[src/rtl/regfile_port_ctrl.sv]
// Port controller for a BitCell register array: drives the write/read word lines and D, and
// registers the two bitline buses. It also bypasses same-cycle writes, hardwires R0, and clears the array after reset.
module regfile_port_ctrl #(
  parameter int unsigned NUM_REGS = 16,
  parameter int unsigned ADDR_W   = 4,
  parameter int unsigned DATA_W   = 16
) (
  input  logic                clk,
  input  logic                rst,
  input  logic [ADDR_W-1:0]   SrcReg1,
  input  logic [ADDR_W-1:0]   SrcReg2,
  input  logic [ADDR_W-1:0]   DstReg,
  input  logic                WriteReg,
  input  logic [DATA_W-1:0]   DstData,
  output logic [NUM_REGS-1:0] WriteEnable,
  output logic [NUM_REGS-1:0] ReadEnable1,
  output logic [NUM_REGS-1:0] ReadEnable2,
  output logic [DATA_W-1:0]   WriteData,
  input  logic [DATA_W-1:0]   Bitline1,
  input  logic [DATA_W-1:0]   Bitline2,
  output logic [DATA_W-1:0]   SrcData1,
  output logic [DATA_W-1:0]   SrcData2,
  output logic                Busy
);

  typedef enum logic {
    ST_INIT = 1'b0,
    ST_RUN  = 1'b1
  } state_e;

  localparam logic [ADDR_W-1:0] LAST_IDX = ADDR_W'(NUM_REGS - 1);

  state_e              state_q, state_d;
  logic [ADDR_W-1:0]   idx_q, idx_d;
  logic [DATA_W-1:0]   src_data1_q, src_data1_d;
  logic [DATA_W-1:0]   src_data2_q, src_data2_d;
  logic                wr_valid;
  logic                byp1, byp2;

  function automatic logic [NUM_REGS-1:0] one_hot(input logic [ADDR_W-1:0] a);
    one_hot = NUM_REGS'(1) << a;
  endfunction

  // Writes to R0 are dropped; they neither reach the array nor bypass.
  assign wr_valid = WriteReg && (DstReg != '0);
  assign byp1     = wr_valid && (DstReg == SrcReg1);
  assign byp2     = wr_valid && (DstReg == SrcReg2);

  always_ff @(posedge clk) begin
    if (rst) begin
      state_q     <= ST_INIT;
      idx_q       <= ADDR_W'(1);
      src_data1_q <= '0;
      src_data2_q <= '0;
    end else begin
      state_q     <= state_d;
      idx_q       <= idx_d;
      src_data1_q <= src_data1_d;
      src_data2_q <= src_data2_d;
    end
  end

  always_comb begin
    state_d     = state_q;
    idx_d       = idx_q;
    src_data1_d = src_data1_q;
    src_data2_d = src_data2_q;
    WriteEnable = '0;
    ReadEnable1 = '0;
    ReadEnable2 = '0;
    WriteData   = '0;
    Busy        = 1'b1;
    if (!rst) begin
      unique case (state_q)
        ST_INIT: begin
          // Clear walk over R1..R(N-1); request inputs are ignored.
          WriteEnable = one_hot(idx_q);
          idx_d       = idx_q + ADDR_W'(1);
          src_data1_d = '0;
          src_data2_d = '0;
          if (idx_q == LAST_IDX) state_d = ST_RUN;
        end
        ST_RUN: begin
          Busy      = 1'b0;
          WriteData = DstData;
          if (wr_valid)         WriteEnable = one_hot(DstReg);
          if (SrcReg1 != '0)    ReadEnable1 = one_hot(SrcReg1);
          if (SrcReg2 != '0)    ReadEnable2 = one_hot(SrcReg2);
          if (SrcReg1 == '0)    src_data1_d = '0;
          else if (byp1)        src_data1_d = DstData;
          else                  src_data1_d = Bitline1;
          if (SrcReg2 == '0)    src_data2_d = '0;
          else if (byp2)        src_data2_d = DstData;
          else                  src_data2_d = Bitline2;
        end
        default: state_d = ST_INIT;
      endcase
    end
  end

  assign SrcData1 = src_data1_q;
  assign SrcData2 = src_data2_q;

endmodule

[config.mk]
export PLATFORM = sky130hd
export DESIGN_NAME = regfile_port_ctrl
export DESIGN_NICKNAME = d
export VERILOG_FILES = /design/src/rtl/regfile_port_ctrl.sv
export SDC_FILE = /design/constraint.sdc
export NUM_CORES = 1
export LEC_CHECK = 0
export CAP_MARGIN = 20
export CORE_MARGIN = 2
export CORE_UTILIZATION = 40
export DETAILED_ROUTE_END_ITERATION = 8
export PLACE_DENSITY = 0.84
export SYNTH_ARGS = -nofsm -noshare
export SYNTH_HDL_FRONTEND = slang
export SYNTH_SLANG_ARGS = --single-unit
[constraint.sdc]
create_clock -name clk -period 3.7 [get_ports clk]
set_input_delay 0.555 -clock clk [delete_from_list [all_inputs] [get_ports clk]]
set_output_delay 0.555 -clock clk [all_outputs]
set_load 0.01 [all_outputs]
# Word level (Yosys, flattened, before mapping)
# Index checks and enable logic that the tools add are counted.
[op_classes] n_shift=4 bitwise=1 n_addsub=1 n_reduce_logical=8 muxes=21 eq_ne=3
[ops] cell="$mux 16" count=14
[ops] cell="$pmux 16 s2" count=3
[ops] cell="$shl 1x4->16 const A" count=4
[ops] cell="$reduce_bool 4->1" count=3
[ops] cell="$eq 4x4->1" count=2
[ops] cell="$logic_not 4->1" count=2
[ops] cell="$add 4x1->4 const B" count=1
[ops] cell="$eq 4x4->1 const B" count=1
[ops] cell="$mux 1" count=4
[ops] cell="$logic_and 1x1->1" count=3
[ops] cell="$not 1->1" count=1
[word_totals] out_inout_bits=97 ff_bits=37

# Longest topological paths before layout
# Gate-level depths: netlist of the first run.
[logic_depth] depth_word=6 mapped_depth=7 depth_no_buf=5

# Worst setup path before layout of the first run
# OpenSTA, ideal clock, no wires.
[synth_path] kind="input -> output" from="input rst" to="output ReadEnable1[4]" required_time_ps=3145 arrival_time_ps=1563 n_path_buf=1 setup_slack_ps=1582 path_stages=6 cell_sequence="and2b_1 > inv_1 > clkbuf_1 > nor2_1 > nand2_1 > nor3_1"
[synth_via] elab_chain_len=1
[synth_lines] element="start, declared" line_no="9" rtl="input logic rst,"
[synth_lines] element="$mux 16" line_no="73" rtl="if (!rst) begin"
[synth_lines] element="end, declared" line_no="16" rtl="output logic [NUM_REGS-1:0] ReadEnable1,"
# Every way passes these cells.

# Worst setup path after layout of the first run
[layout_path] from="input rst" to="output ReadEnable1[8]"
# The elaborated chain is that of the path after synthesis.

==> metrics.log, run 1 <==
INFO  metric outcome = finished clean
INFO  metric synth_area = 0.00249 mm^2
INFO  metric drt_wl_total = 8570 um
INFO  metric critPathRequiredTime = 3140 ps
INFO  metric die_area = 0.00688 mm^2
INFO  metric power.net_switching = 252 uW
INFO  metric synth.top_cell.area_share = approximately 30%
INFO  metric end_kind = output pin
INFO  metric timing.fmax = 318 MHz
INFO  metric number_of_design_rule_violations_left_after_detail_routing = 0
INFO  metric dp.final_hpwl = 6470 um
INFO  metric critical_path.top_delay_family = buffers and inverters
INFO  metric netlist_instances = 323
INFO  metric nNetsFinal = 526
INFO  metric synth-simple-area-share = 29.8%
INFO  metric post-route-util = 68.1%
INFO  metric synth_compound_area_share = 24.4%
INFO  metric std_cell_rows = 28
INFO  metric setup_repair_after_global_routing_missed_its_margin = no
INFO  metric clkTransAtPathRegs = 70 ps
INFO  metric swShare = between 20 and 30%
INFO  metric syn_avg_cell_area = 7.72 um^2
INFO  metric route.detailed.wl_per_inst = 16.1 um
INFO  metric final_period_minus_worst_setup_slack = 3140 ps
INFO  metric worst-path-max-fanout = 31
INFO  metric netlist-cell-type-count = 45
INFO  metric cpPeakStageDelay = 570 ps
INFO  metric post_cts_buffers = 0
INFO  metric final_area = 0.00406 mm^2
INFO  metric postRouteAntennaNets = 0
INFO  metric area_growth = 62.8%
INFO  metric drt-vias-per-instance = 5.31
INFO  metric xor_xnor_portion_of_the_synthesized_cell_area = 3.51%
INFO  metric clock-sinks = 37
INFO  metric core-area = 0.00596 mm^2
INFO  metric via_count = around 2800
INFO  metric comb_power_share = 23.3%
INFO  metric cts-hold-fix-buffers = 0
INFO  metric layout_worst_path_cycle_share = 84.9%
INFO  metric data_arrival_time_at_the_worst_slack_endpoint = 2590 ps
INFO  metric grt_first_pass_wirelength = roughly 14000 um
INFO  metric totalNegativeSetupSlack = 0 ps
INFO  metric critical_path.slowest_cell = sky130_fd_sc_hd__clkdlybuf4s50_1
INFO  metric final_setup_skew = 1.99 ps
INFO  metric antenna_cells = 0
INFO  metric synthesis.yosys.warnings = 0
INFO  metric antenna_found_initial = 0
INFO  metric cap_violations = 0
INFO  metric hold_viol = 0
INFO  metric post_cts_resized = 0
INFO  metric clock_tree.htree_level_count = 2
INFO  metric port-buffer-count = 157
INFO  metric grt_util_all_layers = 23.6%
INFO  metric synth-adder-area-share = 3.01%
INFO  metric dominantRegCellSynth = sky130_fd_sc_hd__dfxtp_1
INFO  metric vdd.ir_drop.worst = 0.134 mV
INFO  metric drt_first_iter_violations = between 100 and 150
INFO  metric tritoncts_buffers = 5
INFO  metric synth.yosys.seq_area_share = 29.7%
INFO  metric final_layout_size_suffix_gt1_share = 4.80%
INFO  metric finalWorstSetupSlack = 559 ps
INFO  metric grt_max_degree = 33
INFO  metric synth_edf_count = 0
INFO  metric die_x = 82.9 um
INFO  metric first_pass_iters = 4
INFO  metric power_density = 219 mW/mm^2
INFO  metric largest_family_of_logic_cells_by_synthesized_area = simple AND/OR/NAND/NOR gates
INFO  metric worst_hold_path_class = flop to flop
INFO  metric internal_power = 636 uW
INFO  metric source_to_sink_clock_delay_at_the_later_pin_of_the_worst_skew_pair = 280 ps
INFO  metric vias_in_the_first_global_route = between 2000 and 3000
INFO  metric final_max_slew_viol_count = 0
INFO  metric synth_seq_cells = 37
INFO  metric die_h = roughly 83 um
INFO  metric synth_area_leaders = sky130_fd_sc_hd__dfxtp_1, sky130_fd_sc_hd__nand3_1, sky130_fd_sc_hd__a21boi_1
INFO  metric cts_root_buf = sky130_fd_sc_hd__clkbuf_8
INFO  metric place.gp.congestion = 0.988
INFO  metric starting_density_of_the_core = around two fifths
INFO  metric grt_overflow = 0
INFO  metric cts.path.max_buffers = 2
INFO  metric synth.mux.area_fraction = 0.402%
INFO  metric cellLeakagePower = between 1 and 1.5 nW
INFO  metric post-place-ws = 568 ps
INFO  metric startpoint_type = input port
INFO  metric ordered_cell_list_for_the_critical_path = clkdlybuf4s50_1, buf_4, and2b_1, buf_4, nand3b_1, nor3_1, clkdlybuf4s50_1
INFO  metric slew_headroom = 30.2%
INFO  metric ioPinCount = 160
INFO  metric fillCellCount = 537
INFO  metric cts_tree = done
INFO  metric synth_async_reset_ratio = 0%
INFO  metric place_area = 0.00398 mm^2
INFO  metric number_of_buffer_and_inverter_stages_on_the_critical_path = 4
INFO  metric synth_top_cell_by_area = sky130_fd_sc_hd__dfxtp_1
INFO  metric p_clk_share = 30.5%
INFO  metric timing.setup.critical_path_class = input port to output pin
INFO  metric share_seq_of_total_power = 46.2%
INFO  metric setup-violations-final = 0
INFO  metric worst_pin_slew = roughly 1000 ps
flip-flops by register name (all words and copies together) (netlist names):
register and cells:
idx_q 4, SrcData2 16, state_q 1, SrcData1 16
power by group through the flow:
stage,combinational (mW),sequential (mW),clock [mW]
2_1_floorplan,0.113,0.417,0
3_3_place_gp,0.202,0.419,0
3_5_place_dp,0.204,0.419,0
4_1_cts,0.205,0.410,0.278
5_1_grt,0.223,0.411,0.294
6_report,0.207,0.410,0.270
synthesized netlist by cell type (all sizes together), types with 4 or more instances:
library cell and number:
a21boi 32, a21oi 11, and2 16, buf 24
clkbuf 10, dfxtp 37, ha 6, inv 4
nand2 8, nand2b 7, nand3 36, nor2 31
nor3 19, nor4 8, o21a 7, o21ai 33
xnor2 8
cell families (layout without fill, tap and decap cells):
| logic type | after synthesis | count (layout) |
|---|---|---|
| adders and majority gates | 6 | 6 |
| muxes | 1 | 1 |
| AOI/OAI and AO/OA | 90 | 90 |
| DFF | 37 | 37 |
| buffers and inverters | 38 | 172 |
| other | 1 | 2 |
| xor gates and xnor gates | 10 | 10 |
| and+or+nand+nor | 140 | 140 |
worst min-delay path, stage by stage, from the launching register on:
cell and delay [ps]:
sky130_fd_sc_hd__dfxtp_1 340, sky130_fd_sc_hd__mux2i_1 140, sky130_fd_sc_hd__nor2_1 50
per-stage QoR:
step,total power [mW],hold slack (ps),cells
2_1_floorplan,0.531,518,324
3_3_place_gp,0.621,544,525
3_5_place_dp,0.623,561,525
4_1_cts,0.893,587,533
5_1_grt,0.927,627,533
6_report,0.887,584,533
final timing paths:
kind / cells past startpoint / slack [ps] / end / from
setup / recovery: 7 / 560 / ReadEnable1[8] / rst
hold / removal: 2 / 580 / idx_q[1]$_SDFFE_PP0N_ / idx_q[1]$_SDFFE_PP0N_
setup reg to reg: 4 / 1400 / SrcData2[14]$_SDFF_PP0_ / state_q$_SDFF_PP0_
hold reg to reg: 2 / 580 / idx_q[1]$_SDFFE_PP0N_ / idx_q[1]$_SDFFE_PP0N_
final cells by class:
class | count | area, um^2 | area share, %
repair buffers | 160 | 1590 | 39.3
multi-input cells | 249 | 1530 | 37.7
flip-flops and latches | 37 | 741 | 18.3
well taps | 75 | 93.8 | 2.31
clock buffers | 6 | 72.6 | 1.79
inverters | 4 | 15.0 | 0.370
clock inverters | 2 | 10.0 | 0.247
layout by cell type (no fill, tap or decap), drive strengths merged, types with 3 or more instances in the layout:
cell type	n
a21boi	32
clkbuf	6
buf	3
nand3	36
and2	16
nand2b	7
ha	6
nand2	8
xnor2	8
nor2	31
o21a	7
dfxtp	37
nor3	19
clkdlybuf4s50	157
a21oi	11
o21ai	33
nor4	8
inv	4
per-layer routing:
metal	GRT usage [%]	wire length, um
met1	29.1	3800
met2	42.5	4080
met3	5.77	622
met4	3.28	64
met5	0	0
Power figures use the tool's default switching activity.
==> inputs of run 2 (changes only) <==
--- a/config.mk
+++ b/config.mk
@@ -7,9 +7,9 @@
 export LEC_CHECK = 0
 export CAP_MARGIN = 20
 export CORE_MARGIN = 2
-export CORE_UTILIZATION = 40
+export CORE_UTILIZATION = 33
 export DETAILED_ROUTE_END_ITERATION = 8
-export PLACE_DENSITY = 0.84
+export PLACE_DENSITY = 0.74
 export SYNTH_ARGS = -nofsm -noshare
 export SYNTH_HDL_FRONTEND = slang
 export SYNTH_SLANG_ARGS = --single-unit
==> constraint.sdc (replaced) <==
create_clock -name clk -period 2.54 [get_ports clk]
set_input_delay 0.381 -clock clk [delete_from_list [all_inputs] [get_ports clk]]
set_output_delay 0.381 -clock clk [all_outputs]
set_load 0.01 [all_outputs]
==> run 2 against run 1 <==
Sequential share of layout area shrank 1.5 points. Design area grew 8.8%. Clock skew grew 3.8 ps. Utilization shrank 7.6 points. Sequential cell count is the same. Cell count grew 9.6%. Critical path depth shrank 1. Die area grew 20%. Worst hold slack lost 15 ps. Setup slack lost 500 ps. Global-route usage shrank 1.6 points. Critical path type unchanged.
==> metrics.log, run 2 (same netlist as run 1, synthesis figures left out) <==
INFO  metric final_setup_skew = 5.83 ps (+3.84 ps)
INFO  metric clock_tree.htree_level_count = 2 (unchanged)
INFO  metric route.met3.wl = 743 um (+19%)
INFO  metric critical_path.slowest_cell = sky130_fd_sc_hd__clkdlybuf4s50_1
INFO  metric layout.cells.most_common = sky130_fd_sc_hd__clkdlybuf4s50_1
INFO  metric nNetsFinal = 553 (+5.1%)
INFO  metric cts-hold-fix-buffers = 0 (unchanged)
INFO  metric place.gp.congestion = 0.906 (-8.3%)
INFO  metric cts_tree = done
INFO  metric number_of_buffer_and_inverter_stages_on_the_critical_path = 3 (-1)
INFO  metric setup-violations-final = 0 (unchanged)
INFO  metric fillCellCount = 694 (+29%)
INFO  metric first_pass_iters = 4 (unchanged)
INFO  metric starting_density_of_the_core = 34.2% (-7.7 points)
INFO  metric die_area = 0.00826 mm^2 (+20%)
INFO  metric die_h = 90.9 um (+9.6%)
INFO  metric fin_worst_hold_slack = 569 ps (-15.4 ps)
INFO  metric worst-path-max-fanout = 10 (-68%)
INFO  metric number_of_design_rule_violations_left_after_detail_routing = 0 (unchanged)
INFO  metric post-route-util = 60.6% (-7.6 points)
INFO  metric drt-vias-per-instance = 5.20 (-2.1%)
INFO  metric antenna_found_initial = 0 (unchanged)
INFO  metric dp.final_hpwl = 7410 um (+14%)
INFO  metric postRouteAntennaNets = 0 (unchanged)
INFO  metric core-area = 0.00729 mm^2 (+22%)
INFO  metric final_layout_size_suffix_gt1_share = 12.0% (+7.2 points)
INFO  metric layout_worst_path_cycle_share = 97.8%
INFO  metric reg2reg_slack = 1140 ps (-260 ps)
INFO  metric ordered_cell_list_for_the_critical_path = clkdlybuf4s50_1, and2b_1, buf_4, nand3b_1, nor2_1, clkdlybuf4s50_1
INFO  metric totalNegativeSetupSlack = 0 ps (unchanged)
INFO  metric critical_path.top_delay_family = buffers and inverters
INFO  metric tritoncts_buffers = 5 (unchanged)
INFO  metric cellLeakagePower = 2.08 nW (+51%)
INFO  metric ioPinCount = 160 (unchanged)
INFO  metric wire_length_on_met1 = 3910 um (+2.7%)
INFO  metric drt_wl_total = 9550 um (+11%)
INFO  metric outcome = finished clean
INFO  metric cpPeakStageDelay = 540 ps (-30 ps)
INFO  metric hold_viol = 0 (unchanged)
INFO  metric vias_in_the_first_global_route = 2913 (+5.8%)
INFO  metric area_growth = 77.2%
INFO  metric final_period_minus_worst_setup_slack = 2480 ps
INFO  metric grt_max_degree = 33 (unchanged)
INFO  metric grt_util_all_layers = 22.1% (-1.6 points)
INFO  metric final_max_slew_viol_count = 0 (unchanged)
INFO  metric end_kind = output pin
INFO  metric die_x = 90.9 um (+9.6%)
INFO  metric via_count = 3036 (+7.3%)
INFO  metric met2_length = 4740 um (+16%)
INFO  metric crit_top_cell = sky130_fd_sc_hd__clkdlybuf4s50_1
INFO  metric power_density = 302 mW/mm^2 (+38%)
INFO  metric worst_hold_path_class = flop to flop
INFO  metric cts_root_buf = sky130_fd_sc_hd__clkbuf_8
INFO  metric data_arrival_time_at_the_worst_slack_endpoint = 2100 ps (-490 ps)
INFO  metric std_cell_rows = 31 (+11%)
INFO  metric critPathRequiredTime = 2160 ps (-980 ps)
INFO  metric clkTransAtPathRegs = 70 ps (about the same)
INFO  metric post_cts_buffers = 0 (unchanged)
INFO  metric startpoint_type = input port
INFO  metric drt_first_iter_violations = 107 (+4.9%)
INFO  metric port-buffer-count = 157 (unchanged)
INFO  metric antenna_cells = 0 (unchanged)
INFO  metric setup_repair_after_global_routing_missed_its_margin = yes
INFO  metric final_cell_mix = sky130_fd_sc_hd__clkdlybuf4s50_1, sky130_fd_sc_hd__dfxtp_1, sky130_fd_sc_hd__nand3_1
INFO  metric cts.path.max_buffers = 2 (unchanged)
INFO  metric grt_overflow = 0 (unchanged)
INFO  metric cap_violations = 0 (unchanged)
INFO  metric route.top_layer_used = met4
INFO  metric grt_first_pass_wirelength = 14900 um (+9.3%)
INFO  metric vdd.ir_drop.worst = 0.169 mV (+27%)
INFO  metric source_to_sink_clock_delay_at_the_later_pin_of_the_worst_skew_pair = 290 ps (about the same)
INFO  metric timing.setup.critical_path_class = input port to output pin
INFO  metric route.detailed.wl_per_inst = 16.4 um (+1.7%)
INFO  metric clock-sinks = 37 (unchanged)
INFO  metric timing.fmax = 403 MHz
run 2: cell types whose count changed in the layout (fill, tap and decap cells not counted), sizes merged:
| cell | before | now |
|---|---|---|
| buf | 3 | 30 |
| clkbuf | 6 | 5 |
| clkdlybuf4s50 | 157 | 121 |
| clkinvlp | 0 | 1 |
| dlygate4sd2 | 0 | 7 |
| dlymetal6s2s | 0 | 29 |
run 2: power breakdown:
group	leakage, nW	switching [mW]	internal [mW]
combinational	1.74	0.161	0.169
clock	0.0439	0.213	0.189
sequential	0.299	0.0129	0.587
total	2.08	0.388	0.945
run 2: worst min-delay path: stages, from the launching register on:
cell                      delay [ps]
sky130_fd_sc_hd__dfxtp_1         340
sky130_fd_sc_hd__mux2i_1         140
sky130_fd_sc_hd__nor2_1           50
run 2: through the flow:
step / area, um^2 / setup WS (ps) / std cells / power (mW)
finish: 4420 / 56.9 / 584 / 1.33
global route: 4420 / -34.1 / 584 / 1.40
CTS: 4310 / 3.40 / 584 / 1.34
floorplan: 2500 / 770 / 324 / 0.773
global placement: 4220 / -0.733 / 576 / 0.936
detailed placement: 4220 / -60.8 / 576 / 0.937
run 2: per-layer routing:
metal / GRT usage (%) / vias to the layer above
li1: - / 1459
met1: 25.4 / 1425
met4: 5.43 / 0
met5: 0 / -
met2: 40.2 / 135
met3: 6.18 / 17
run 2: cell type report:
type	instances	area (um^2)	area share (%)
Timing Repair Buffer	187	1880	42.5
Clock inverter	3	17.5	0.397
Tap cell	99	124	2.80
Sequential cell	37	741	16.8
Clock buffer	5	68.8	1.56
Multi-Input combinational cell	249	1570	35.6
Inverter	4	15.0	0.340
run 2: worst paths after layout:
path	startpoint	to	cells past startpoint
setup reg to reg	idx_q[2]$_SDFFE_PP0N_	idx_q[3]$_SDFFE_PP0N_	4
hold reg to reg	idx_q[1]$_SDFFE_PP0N_	idx_q[1]$_SDFFE_PP0N_	2
hold / removal	idx_q[1]$_SDFFE_PP0N_	idx_q[1]$_SDFFE_PP0N_	2
setup / recovery	rst	ReadEnable1[10]	6
run 2: timing repair:
action / CTS / global route
gates resized for setup: 9 / 37
pin swaps: 0 / 1
setup endpoints to repair: 10 / 37
